--- src/rtl/nicnac16_pkg.sv ---
// Shared NICNAC16 constants and types used by the fetch stage and its neighbours.
package nicnac16_pkg;

    localparam int unsigned ADDR_W = 8;
    localparam int unsigned DATA_W = 16;
    localparam int unsigned OP_W   = 4;

    // Opcodes live in INSTR[15:12]
    localparam logic [OP_W-1:0] NOP_OP = 4'h0;
    localparam logic [OP_W-1:0] JMP_OP = 4'h9;
    localparam logic [OP_W-1:0] HLT_OP = 4'hF;

    typedef enum logic [1:0] {
        ST_STOPPED = 2'd0,
        ST_RUN     = 2'd1,
        ST_HALTED  = 2'd2
    } fetch_state_t;

endpackage : nicnac16_pkg

--- src/rtl/fetch_unit.sv ---
// NICNAC16 instruction fetch: owns the PC, drives the ROM address and buffers one
// instruction for decode over a valid/ready handshake, with jump redirect and HLT stop.
module fetch_unit #(
    parameter int unsigned     ADDR_W   = nicnac16_pkg::ADDR_W,
    parameter int unsigned     DATA_W   = nicnac16_pkg::DATA_W,
    parameter logic [ADDR_W-1:0] RESET_PC = '0,
    parameter logic [3:0]      HLT_OP   = nicnac16_pkg::HLT_OP
) (
    input  logic              CLK,
    input  logic              RESET,
    input  logic              START,
    output logic [ADDR_W-1:0] ROM_ADDR,
    input  logic [DATA_W-1:0] ROM_DATA,
    input  logic              JUMP,
    input  logic [ADDR_W-1:0] JUMP_TARGET,
    output logic [DATA_W-1:0] INSTR,
    output logic [ADDR_W-1:0] INSTR_PC,
    output logic              INSTR_VALID,
    input  logic              INSTR_READY,
    output logic [ADDR_W-1:0] PC,
    output logic              HALTED
);

    import nicnac16_pkg::*;

    fetch_state_t        r_state;
    fetch_state_t        w_state_nxt;
    logic [ADDR_W-1:0]   r_pc;
    logic [ADDR_W-1:0]   w_pc_nxt;
    logic [DATA_W-1:0]   r_instr;
    logic [DATA_W-1:0]   w_instr_nxt;
    logic [ADDR_W-1:0]   r_instr_pc;
    logic [ADDR_W-1:0]   w_instr_pc_nxt;
    logic                r_valid;
    logic                w_valid_nxt;
    logic                r_halted;
    logic                w_free;
    logic                w_load;
    logic                w_is_hlt;

    // Buffer can take a new word when empty or being drained this cycle
    assign w_free   = !r_valid || INSTR_READY;
    assign w_load   = (r_state == ST_RUN) && w_free && !JUMP;
    assign w_is_hlt = (ROM_DATA[DATA_W-1 -: 4] == HLT_OP);

    // Next-state, PC and buffer update; a jump overrides any load and flushes the buffer
    always_comb begin
        w_state_nxt    = r_state;
        w_pc_nxt       = r_pc;
        w_instr_nxt    = r_instr;
        w_instr_pc_nxt = r_instr_pc;
        w_valid_nxt    = r_valid;

        case (r_state)
            ST_STOPPED,
            ST_HALTED: begin
                if (START) begin
                    w_state_nxt = ST_RUN;
                end
            end
            ST_RUN: begin
                if (w_load && w_is_hlt) begin
                    w_state_nxt = ST_HALTED;
                end
            end
            default: begin
                w_state_nxt = ST_STOPPED;
            end
        endcase

        if (r_valid && INSTR_READY) begin
            w_valid_nxt = 1'b0;
        end

        if (JUMP) begin
            w_pc_nxt    = JUMP_TARGET;
            w_valid_nxt = 1'b0;
        end else if (w_load) begin
            w_instr_nxt    = ROM_DATA;
            w_instr_pc_nxt = r_pc;
            w_valid_nxt    = 1'b1;
            w_pc_nxt       = r_pc + ADDR_W'(1);
        end
    end

    // State and output registers with synchronous reset
    always_ff @(posedge CLK) begin
        if (RESET) begin
            r_state    <= ST_STOPPED;
            r_pc       <= RESET_PC;
            r_instr    <= '0;
            r_instr_pc <= '0;
            r_valid    <= 1'b0;
            r_halted   <= 1'b0;
        end else begin
            r_state    <= w_state_nxt;
            r_pc       <= w_pc_nxt;
            r_instr    <= w_instr_nxt;
            r_instr_pc <= w_instr_pc_nxt;
            r_valid    <= w_valid_nxt;
            r_halted   <= (w_state_nxt == ST_HALTED);
        end
    end

    assign ROM_ADDR    = r_pc;
    assign PC          = r_pc;
    assign INSTR       = r_instr;
    assign INSTR_PC    = r_instr_pc;
    assign INSTR_VALID = r_valid;
    assign HALTED      = r_halted;

endmodule : fetch_unit

--- config.mk ---
export PLATFORM = sky130hd
export DESIGN_NAME = fetch_unit
export DESIGN_NICKNAME = d
export VERILOG_FILES = /design/src/rtl/nicnac16_pkg.sv /design/src/rtl/fetch_unit.sv
export SDC_FILE = /design/constraint.sdc
export NUM_CORES = 1
export LEC_CHECK = 0
export CAP_MARGIN = 20
export CORE_ASPECT_RATIO = 1.4
export CORE_UTILIZATION = 44
export DETAILED_ROUTE_END_ITERATION = 16
export PLACE_DENSITY_LB_ADDON = 0.2
export SLEW_MARGIN = 30
export SYNTH_ARGS = -nofsm -noshare
export SYNTH_HDL_FRONTEND = slang
export SYNTH_SLANG_ARGS = --single-unit
--- constraint.sdc ---
create_clock -name CLK -period 4.2 [get_ports CLK]
set_clock_uncertainty 0.15 [all_clocks]
set_input_delay 0.84 -clock CLK [delete_from_list [all_inputs] [get_ports CLK]]
set_output_delay 0.84 -clock CLK [all_outputs]
set_load 0.02 [all_outputs]
* Yosys cells after proc, flatten, opt, wreduce, memory -nomap -nowiden
Index checks and enable logic that the tools add are counted.
** Word-level totals
- Memory bits (writable) :: 0
- Logic and storage cells :: 32
- Output and inout port bits :: 42
- Memories kept :: 0
- Register bits :: 36
- Bits in latches :: 0
- ROM bits :: 0
- Input bits :: 29
** Cells by class
- Magnitude comparators :: 0
- Divide/modulo/power cells :: 0
- Eq/ne operators :: 4
- Reductions and logical operators :: 13
- Shifts and indexed selects :: 0
- Bitwise operators :: 1
- Multiplexer cells :: 7
- Multiply operators :: 0
- $add $sub $neg :: 1
** Operators with widths (number)
- 2-to-1 mux 8 bit :: 2
- adder 8 x 1 -> 8 bit, second input constant :: 1
- equality test 2 bit, second input constant :: 2
- equality test 4 bit, second input constant :: 1
- logical AND 1 bit :: 4
- 2-to-1 mux 2 bit :: 2
- one-hot mux 2 bit (2 select lines) :: 1
- nonzero test 2 bit :: 2
- OR reduction 2 bit :: 2
- equality test 2 x 1 -> 1 bit, second input constant :: 1
- zero test 1 bit :: 2
- zero test 2 bit :: 1
- 2-to-1 mux 1 bit :: 2
- AND reduction 2 bit :: 1
- logical OR 1 bit :: 1
- NOT 1 bit :: 1

* Depth between registers and ports, before layout
Gate-level depths: netlist of run 1.
- Depth in word-level cells :: 8
- Depth in mapped cells :: 6
- Gate-level depth less buffers :: 5

* Least setup slack after synthesis of run 1
No wires, ideal clock.
- Path kind :: input to register
- From :: in INSTR_READY
- To :: reg r_instr[0], in the netlist INSTR[0]
- Buffers on the path :: 2
- Data required time :: 3918 ps
- Path slack :: 2335 ps
- Arrival time :: 1583 ps
- Stages on the path :: 6
- Setup time :: 132 ps
- Path through :: nor2b_4 or3_1 buf_2 buf_6 nand2_1 a21oi_1
** Between the ends
- Longest elaborated chain between the ends :: 4
** RTL lines
- start, declared :: line fetch_unit.sv:19 : input logic INSTR_READY,
- logical OR 1 bit :: line fetch_unit.sv:42 : assign w_free = !r_valid || INSTR_READY;
- logical AND 1 bit (2 in series) :: line fetch_unit.sv:43 : assign w_load = (r_state == ST_RUN) && w_free && !JUMP;
- AND reduction 2 bit (no line)
- end signal, assigned :: line fetch_unit.sv:98 : r_instr <= w_instr_nxt;
- end, declared :: line fetch_unit.sv:30 : logic [DATA_W-1:0] r_instr;
Every way passes these cells.
A chain may end at the register's enable or synchronous reset.

* Worst setup path after layout of run 1
- From :: in JUMP
- To :: reg r_instr_pc[7], in the netlist INSTR_PC[7]
** Between the ends
- Longest elaborated chain between the ends :: 3
- Elaborated cells between the ends (all ways) :: 4
- Classes of those cells :: bitwise (1); reduce/logical (3)
** RTL lines
- start, declared :: line fetch_unit.sv:14 : input logic JUMP,
- zero test 1 bit :: line fetch_unit.sv:43
- logical AND 1 bit :: line fetch_unit.sv:43
- AND reduction 2 bit (no line) (*)
- end signal, assigned :: line fetch_unit.sv:99 : r_instr_pc <= w_instr_pc_nxt;
- end, declared :: line fetch_unit.sv:32 : logic [ADDR_W-1:0] r_instr_pc;
Every way passes the cells marked *; elsewhere a longest branch is shown, timed or not.

==> impl_results.md, run 1 <==
- Io pins: 71
- Clock transition at path regs: 0.06 ns
- Synth Area in XOR/XNOR: 3.904%
- Distinct cells, synth: 29
- Largest family of logic cells by synthesized area: simple AND/OR/NAND/NOR gates
- Core Box Area: 3378 µm²
- Hold Vio Cnt, Final: 0
- Total CTS buffers: 5
- H-tree depth: 2
- DIE WIDTH: around 52 µm
- Worst R2R Setup Slack: 2.30 ns
- Pint: 0.0006387 W
- Least-Margin Pin Slew: 0.8331 ns
- Sw Share: 23.87%
- Power Dens Cells: 361.6 nW/µm²
- CTS max path bufs: 2
- Compound-cell area share of the yosys netlist: 14.42%
- Grt total ovfl: 0
- Adder-cell area share of the yosys netlist: less than 1%
- Tmin final: 2.655 ns
- Mux contribution to synthesized area: 0%
- Async SR Flop Fraction: 0%
- Peak Freq: 376.6 MHz
- Syn_area_per_cell: 8.352 µm²
- Final Max Tran Viols: 0
- Status: finished, final reports clean
- YS warnings: 0
- Clock Sinks: 36
- CP endpoint: INSTR_PC[7]
- Post-synth top area share: between 40% and 50%
- I/O Buffers: 70
- Vias: 1386
- Synth Instances: 188
- Slew headroom: 44.28%
- CTS tree: yes
- Most frequent cell after synthesis: nand2_1
- Site row count: 25
- Worst vdd ir: 0.2684 mV
- Setup TNS: 0 ns
- Static Leakage: 0.8306 nW
- Sequential share of power: 44.2%
- Clk_lat worst skew: 0.28 ns
- Sequential area share after synthesis: 45.90%
- Psw: ~0.0002 W
- Max-cap check violation count: 0
- Final WS setup: roughly 1.5 ns
- N_diodes: 0
- Post-synth EDFFs: 0
- First-pass iteration count of the detailed router: 4
- Syn nets: 218
- CP Class: input pin to flop
- Via count of the first global-routing pass: 1167
- Reg2reg path depth: 4
- Worst-path maximum fanout: 24
- Drt wl/cell: about 12 µm
- DP Wirelength: 2.383 mm
- Routed Wire Length: 3.309 mm
- Die Area: approximately 3800 µm²
- Vert. Die Dim: ~73 µm
- Reg-to-Reg End: INSTR_PC[7]
- Post-CTS setup buffers: 0
- Arrival @ worst endpoint: about 2.6 ns
- Commonest cells in the netlist: nand2_1 (52), dfxtp_1 (36), a21oi_1 (31)
- Pre-CTS setup slack: 1.230 ns
- CP startpoint kind: input pin
- Final nets: roughly 280
- Initial antenna violation count: 0
- DR iter-0 viols: 55
- Hold crit path type: flop to flop
- # setup viols final: 0
- Initial Util: 46.48%
- Crit share post-route: 63.22%
- Hold buffers post-CTS: 0
- Clock power share: 39.0%
- P&R area growth vs syn: 47.73%
- Layout cells sized above 1: 7.287%
- CP required: 4.18 ns
- CP startpoint: JUMP
- Reg-to-Reg Start: INSTR_VALID
- # DRC: 0
- Post-DRT Antenna Nets: 0
- Simple-gate share of the synthesized area: 24.70%
- Unrepaired setup endpoints after global routing: no
- Fillers: 297
- First-pass GRT wire length: 5.050 mm
- GP Congestion: approximately 0.74
- Largest net degree at the start of global routing: 25
- Largest cells by area after synthesis: dfxtp_1 (46%), nand2_1 (12%), a21oi_1 (9.9%)
- Root Driver: clkbuf_8
- Area leader, netlist: dfxtp_1
- Via density: 4.829
- Total GRT Usage: between 10% and 20%
- #FFs+latches synth: 36
- Main synth FF type: dfxtp_1
- Post-Syn Area: 1570 µm²
- Comb pwr share: between 10% and 20%
- Post_cts resized: 0
- Worst setup EP type: flop
logic make-up after synthesis:
family,count (synthesis)
AOI/OAI and AO/OA,41
xor gates and xnor gates,7
adders and majority gates,1
buffers and inverters,27
DFF,36
and+or+nand+nor,76
power groups by stage:
| stage | registers, W | logic [W] | clock network (W) |
|---|---|---|---|
| floorplan | 0.000394 | 0.0000630 | 0 |
| global placement | 0.000379 | 0.000141 | 0 |
| detailed placement | 0.000379 | 0.000141 | 0 |
| CTS | 0.000371 | 0.000142 | 0.000335 |
| global route | 0.000373 | 0.000152 | 0.000346 |
| finish | 0.000371 | 0.000141 | 0.000327 |
worst max-delay path, cell delays in order:
cell             delay, ns
clkdlybuf4s50_1       0.71
or3_1                 0.82
nand2_1               0.19
a21oi_1               0.07
flip-flops by register name, summed over array words and instances, names as in the netlist:
signal / cells
HALTED: 1
INSTR: 16
INSTR_PC: 8
INSTR_VALID: 1
PC: 8
r_state: 2
per-layer routing:
metal  share of wire [%]  GRT usage (%)
met1                  41          19.92
met2                  50          30.38
met3                 7.6          6.042
met4                 1.5          7.895
met5                   0              0
placed cells by master (no fill, tap or decap), types with 2 or more instances in the layout:
master and instances:
a21oi_1 31, clkbuf_8 7, clkdlybuf4s50_1 70, dfxtp_1 36
inv_1 6, nand2_1 52, nand3_1 2, nand4_1 2
nor2_1 5, nor2b_1 2, nor3_1 2, nor4_2 4
o21a_1 6, o21ai_1 2, xnor2_1 2, xor2_1 5
cell type report:
cell class | instances | area (µm²) | area share [%]
Tap cell | 40 | 50.05 | 2.158
Timing Repair Buffer | 71 | 708.2 | 30.53
Clock inverter | 1 | 30.03 | 1.295
Sequential cell | 36 | 720.7 | 31.07
Clock buffer | 7 | 96.34 | 4.153
Inverter | 7 | 26.28 | 1.133
Multi-Input combinational cell | 125 | 688.2 | 29.67
stage by stage:
stage          cells  area [µm²]  utilization (%)  power [W]  hold slack (ns)
3_5_place_dp     279        2193            64.93  0.0005204           0.2970
6_report         287        2320            68.67  0.0008389           0.3024
5_1_grt          287        2320            68.67  0.0008709           0.3205
2_1_floorplan    188        1570                -  0.0004572           0.3251
3_3_place_gp     279        2193            64.93  0.0005193           0.2914
4_1_cts          287        2320            68.67  0.0008481           0.3065
how the worst min path moves through the flow:
stage	slack (ns)	to	cells past startpoint	startpoint
after floorplan	0.33	HALTED	2	r_state[1]
after global placement	0.29	INSTR[9]	2	INSTR[9]
after detailed placement	0.30	INSTR[5]	2	INSTR[5]
after CTS	0.31	INSTR[8]	2	INSTR[8]
after global routing	0.32	INSTR[5]	2	INSTR[5]
final	0.30	INSTR[11]	2	INSTR[11]
Note: power is estimated with default switching activity, not from simulation.
==> run 2, diff against run 1 <==
CORE_UTILIZATION = 41   (was 44)
clock period = 2.5 ns   (was 4.2 ns; I/O delays follow)
==> impl_results.md, run 2 (same netlist as run 1, synthesis figures left out) <==
- DP Wirelength: 2.456 mm (+3.1%)
- Worst-path maximum fanout: 8 (-67%)
- Final Max Tran Viols: 0 (unchanged)
- Max reg flops: 16 (unchanged)
- CP Class: flop to primary output
- Largest net degree at the start of global routing: 30 (+20%)
- Final Util: 63.36% (-5.3 points)
- # setup viols final: 0 (unchanged)
- Total CTS buffers: 5 (unchanged)
- Clk_lat worst skew: 0.28 ns (about the same)
- Hold crit path type: flop to flop
- Site row count: 26 (+4.0%)
- N_diodes: 0 (unchanged)
- Crit share post-route: 82.25%
- H-tree depth: 2 (unchanged)
- Worst setup EP type: primary output
- DP Cell Count: 284 (+1.8%)
- Post-DRT Antenna Nets: 0 (unchanged)
- Unrepaired setup endpoints after global routing: no
- First-pass iteration count of the detailed router: 4 (unchanged)
- Critical Path, Cell by Cell: clkdlybuf4s50_1
- Finished Layout Cells: 291 (+1.4%)
- Tot Pwr: 0.001241 W (+48%)
- Hold Vio Cnt, Final: 0 (unchanged)
- Post-CTS setup buffers: 0 (unchanged)
- Setup TNS: 0 ns (unchanged)
- Max-cap check violation count: 0 (unchanged)
- Via density: 4.801 (-0.59%)
- First-pass GRT wire length: 5.402 mm (+7.0%)
- Design Area, Final: 2308 µm² (-0.49%)
- Arrival @ worst endpoint: 1.41 ns (-1.23 ns)
- Io pins: 71 (unchanged)
- Hold buffers post-CTS: 0 (unchanged)
- Vert. Die Dim: 75.23 µm (+3.5%)
- Least-Margin Pin Slew: 0.3702 ns (-0.4629 ns)
- Family with the most delay on the worst path: buffers and inverters
- Crit path buf inv count: 1 (unchanged)
- Placed Instance Area: 2231 µm² (+1.7%)
- Initial Util: 43.10% (-3.4 points)
- Via count of the first global-routing pass: 1286 (+10%)
- Slowest stage delay, CP: 0.66 ns (-0.16 ns)
- Worst vdd ir: 0.4978 mV (+85%)
- DR iter-0 viols: 37 (-33%)
- P&R area growth vs syn: 47.01%
- Status: finished, final reports clean
- Clock transition at path regs: 0.06 ns (about the same)
- Total GRT Usage: 18.50% (+0.54 points)
- Commonest non-fill, non-tap cell in the layout: clkdlybuf4s50_1
- DIE WIDTH: 54.31 µm (+3.5%)
- CP startpoint kind: flop
- Power Dens Cells: 537.6 nW/µm² (+49%)
- Layout cells sized above 1: 7.631% (+0.34 points)
- CTS tree: yes
- Grt total ovfl: 0 (unchanged)
- Static Leakage: 0.8262 nW (-0.53%)
- Final nets: 279 (+1.1%)
- Commonest non-fill, non-tap cells in the layout: clkdlybuf4s50_1 (70), nand2_1 (52), dfxtp_1 (36)
- Slowest stage cell on the critical path: clkdlybuf4s50_1
- Core Box Area: 3643 µm² (+7.9%)
- # DRC: 0 (unchanged)
- I/O Buffers: 70 (unchanged)
- Die Area: 4085 µm² (+7.1%)
- Tmin final: about 2.1 ns
- Clock Sinks: 36 (unchanged)
- GP Congestion: 0.7282 (-1.3%)
- Vias: 1397 (+0.79%)
- Drt wl/cell: 12.11 µm (+5.0%)
- Slew headroom: 75.27% (+31 points)
- Root Driver: clkbuf_8
- Routed Wire Length: 3.524 mm (+6.5%)
- Initial antenna violation count: 0 (unchanged)
- Post_cts resized: 0 (unchanged)
- CP required: 1.85 ns (-2.33 ns)
- CTS max path bufs: 2 (unchanged)
- Peak Freq: ~490 MHz
run 2: report_power, final:
| part | switching, W | internal [W] |
|---|---|---|
| Clock | 0.000184 | 0.000189 |
| Sequential | 0.0000256 | 0.000599 |
| Combinational | 0.000116 | 0.000127 |
run 2: path summary, 6_finish.rpt:
check | cells after the start | end | from | slack, ns
hold / removal | 2 | INSTR[5] | INSTR[5] | 0.31
setup reg to reg | 5 | INSTR[7] | INSTR_VALID | 0.90
setup / recovery | 1 | ROM_ADDR[3] | PC[3] | 0.44
hold reg to reg | 2 | INSTR[5] | INSTR[5] | 0.31
run 2: area by class of cell:
cell class	count	area, µm²
multi-input cells	125	688.2
clock buffers	6	72.57
repair buffers	74	743.2
well taps	42	52.55
clock inverters	1	5.005
flip-flops and latches	36	720.7
fillers	346	1335
inverters	7	26.28
run 2: stage by stage:
stage,setup slack (ns),hold slack (ns)
final,0.4437,0.3056
after global routing,0.3831,0.3260
after CTS,0.4183,0.3063
after detailed placement,0.3176,0.2971
after global placement,0.3763,0.2907
after floorplan,0.9450,0.3251
run 2: per-layer routing:
layer  vias to the layer above  GRT usage (%)  share of wire, %
li1                        724              -                 -
met1                       619          18.79                41
met2                        49          33.47                51
met3                         5          5.859               6.8
met4                         0          7.977               1.3
met5                         -              0                 0
==> run 3, diff against run 2 <==
clock period = 2 ns   (was 2.5 ns; I/O delays follow)
==> impl_results.md, run 3 (same netlist as run 1, synthesis figures left out) <==
- CP startpoint kind: flop
- N_diodes: 0 (unchanged)
- Drt wl/cell: 11.50 µm (-5.0%)
- Pre-CTS setup slack: 0.03531 ns (-0.2823 ns)
- Post-DRT Antenna Nets: 0 (unchanged)
- Unrepaired setup endpoints after global routing: no
- Crit share post-route: a little over nine tenths
- CP required: 1.45 ns (-0.40 ns)
- Psw: 0.0004127 W (+27%)
- Die Area: 4085 µm² (unchanged)
- Post-CTS setup buffers: 0 (unchanged)
- Via density: 4.795 (-0.11%)
- Root Driver: clkbuf_8
- Tmin final: between 1.5 and 2 ns
- Clock power share: 31.9% (+1.8 points)
- FF+latch area: 721.9 µm² (+0.17%)
- Vias: 1429 (+2.3%)
- GP Congestion: 0.7804 (+7.2%)
- Clock transition at path regs: 0.07 ns (about the same)
- Post_cts resized: 0 (unchanged)
- CP Class: flop to primary output
- Initial antenna violation count: 0 (unchanged)
- Arrival @ worst endpoint: 1.36 ns (-0.05 ns)
- Clk_lat worst skew: 0.28 ns (about the same)
- Status: finished, final reports clean
- Slowest stage cell on the critical path: clkdlybuf4s50_1
- Io pins: 71 (unchanged)
- Total GRT Usage: 18.27% (-0.23 points)
- CTS tree: yes
- Family with the most delay on the worst path: buffers and inverters
- Hold crit path type: flop to flop
- Vert. Die Dim: 75.23 µm (unchanged)
- Core Box Area: 3643 µm² (unchanged)
- Clock Sinks: 36 (unchanged)
- Largest net degree at the start of global routing: 27 (-10%)
- CTS max path bufs: 2 (unchanged)
- Comb pwr share: 20.0% (+0.4 points)
- Worst-path maximum fanout: 6 (-2)
- H-tree depth: 2 (unchanged)
- Routed Wire Length: 3.427 mm (-2.8%)
- Critical Path, Cell by Cell: clkdlybuf4s50_1
- Layout cells sized above 1: 10.16% (+2.5 points)
- Site row count: 26 (unchanged)
- First-pass iteration count of the detailed router: 4 (unchanged)
- Slew headroom: 79.96% (+4.7 points)
- Commonest non-fill, non-tap cell in the layout: clkdlybuf4s50_1
- # DRC: 0 (unchanged)
- Via count of the first global-routing pass: 1277 (-0.70%)
- Final nets: 285 (+2.2%)
- Max reg flops: 16 (unchanged)
- Peak Freq: 522.7 MHz
- Total CTS buffers: 5 (unchanged)
- Slowest stage delay, CP: 0.65 ns (about the same)
- Multi-input logic area: 688.2 µm² (unchanged)
- I/O Buffers: 70 (unchanged)
- DP Wirelength: 2.521 mm (+2.7%)
- Design Area, Final: 2412 µm² (+4.5%)
- Least-Margin Pin Slew: 0.2981 ns (-0.07211 ns)
- Sw Share: 25.54% (-0.68 points)
- Hold Vio Cnt, Final: 0 (unchanged)
- Worst setup EP type: primary output
- Final WS setup: 0.08687 ns (-0.3569 ns)
- Pint: 0.001203 W (+31%)
- Initial Util: 43.10% (unchanged)
- Placed Instance Area: 2313 µm² (+3.7%)
- Setup TNS: 0 ns (unchanged)
- Worst vdd ir: 0.4921 mV (-1.1%)
- Commonest non-fill, non-tap cells in the layout: clkdlybuf4s50_1 (67), nand2_1 (52), dfxtp_1 (35)
- Crit path buf inv count: 1 (unchanged)
- # setup viols final: 0 (unchanged)
- Final Max Tran Viols: 0 (unchanged)
- Max-cap check violation count: 0 (unchanged)
- Hold buffers post-CTS: 0 (unchanged)
- Power Dens Cells: 669.8 nW/µm² (+25%)
- DR iter-0 viols: 43 (+16%)
- Grt total ovfl: 0 (unchanged)
- Static Leakage: 0.9156 nW (+11%)
- First-pass GRT wire length: 5.416 mm (+0.26%)
- Fillers: 329 (-4.9%)
- DIE WIDTH: 54.31 µm (unchanged)
- Sequential share of power: 48.1% (-2.3 points)
- P&R area growth vs syn: 53.63%
## run 3: cell count changes in the layout (fill, tap and decap cells not counted), sizes merged
| cell | delta |
|---|---|
| buf | +6 |
| clkbuf | +2 |
| clkdlybuf4s50 | -3 |
| clkinv | -1 |
| dlymetal6s2s | +3 |
## run 3: worst paths after layout
path	startpoint	endpoint	slack (ns)	depth (start not counted)
max reg2reg	r_state[0]	INSTR[1]	0.50	5
min reg2reg	INSTR_PC[6]	INSTR_PC[6]	0.30	2
max	PC[2]	PC[2]	0.09	1
min	INSTR_PC[6]	INSTR_PC[6]	0.30	2
## run 3: final cells by class
| cell class | count | area share (%) |
|---|---|---|
| clock buffers | 8 | 3.734 |
| inverters | 7 | 1.089 |
| multi-input cells | 125 | 28.53 |
| flip-flops and latches | 36 | 29.93 |
| well taps | 42 | 2.178 |
| repair buffers | 80 | 34.54 |
## run 3: power groups by stage
| stage | registers, W | clock network, W | logic, W |
|---|---|---|---|
| after floorplan | 0.000828 | 0 | 0.000132 |
| after global placement | 0.000792 | 0 | 0.000324 |
| after detailed placement | 0.000793 | 0 | 0.000327 |
| after CTS | 0.000777 | 0.000537 | 0.000328 |
| after global routing | 0.000782 | 0.000580 | 0.000348 |
| final | 0.000777 | 0.000516 | 0.000323 |
## run 3: metrics by stage
step                hold WS [ns]  utilization (%)  total power (W)  std cells
finish                    0.3012            66.21         0.001616        298
global route              0.3211            66.21         0.001710        298
CTS                       0.3045            65.97         0.001642        298
detailed placement        0.2953            63.50         0.001120        290
global placement          0.2903            63.50         0.001117        290
floorplan                 0.3251                -        0.0009602        188
## run 3: layer usage
layer / track usage [%] / routed length, µm / vias to the layer above
li1: - / - / 740
met1: 19.43 / 1374 / 640
met2: 32.93 / 1790 / 45
met3: 5.859 / 230 / 4
met4: 5.983 / 32 / 0
met5: 0 / 0 / -
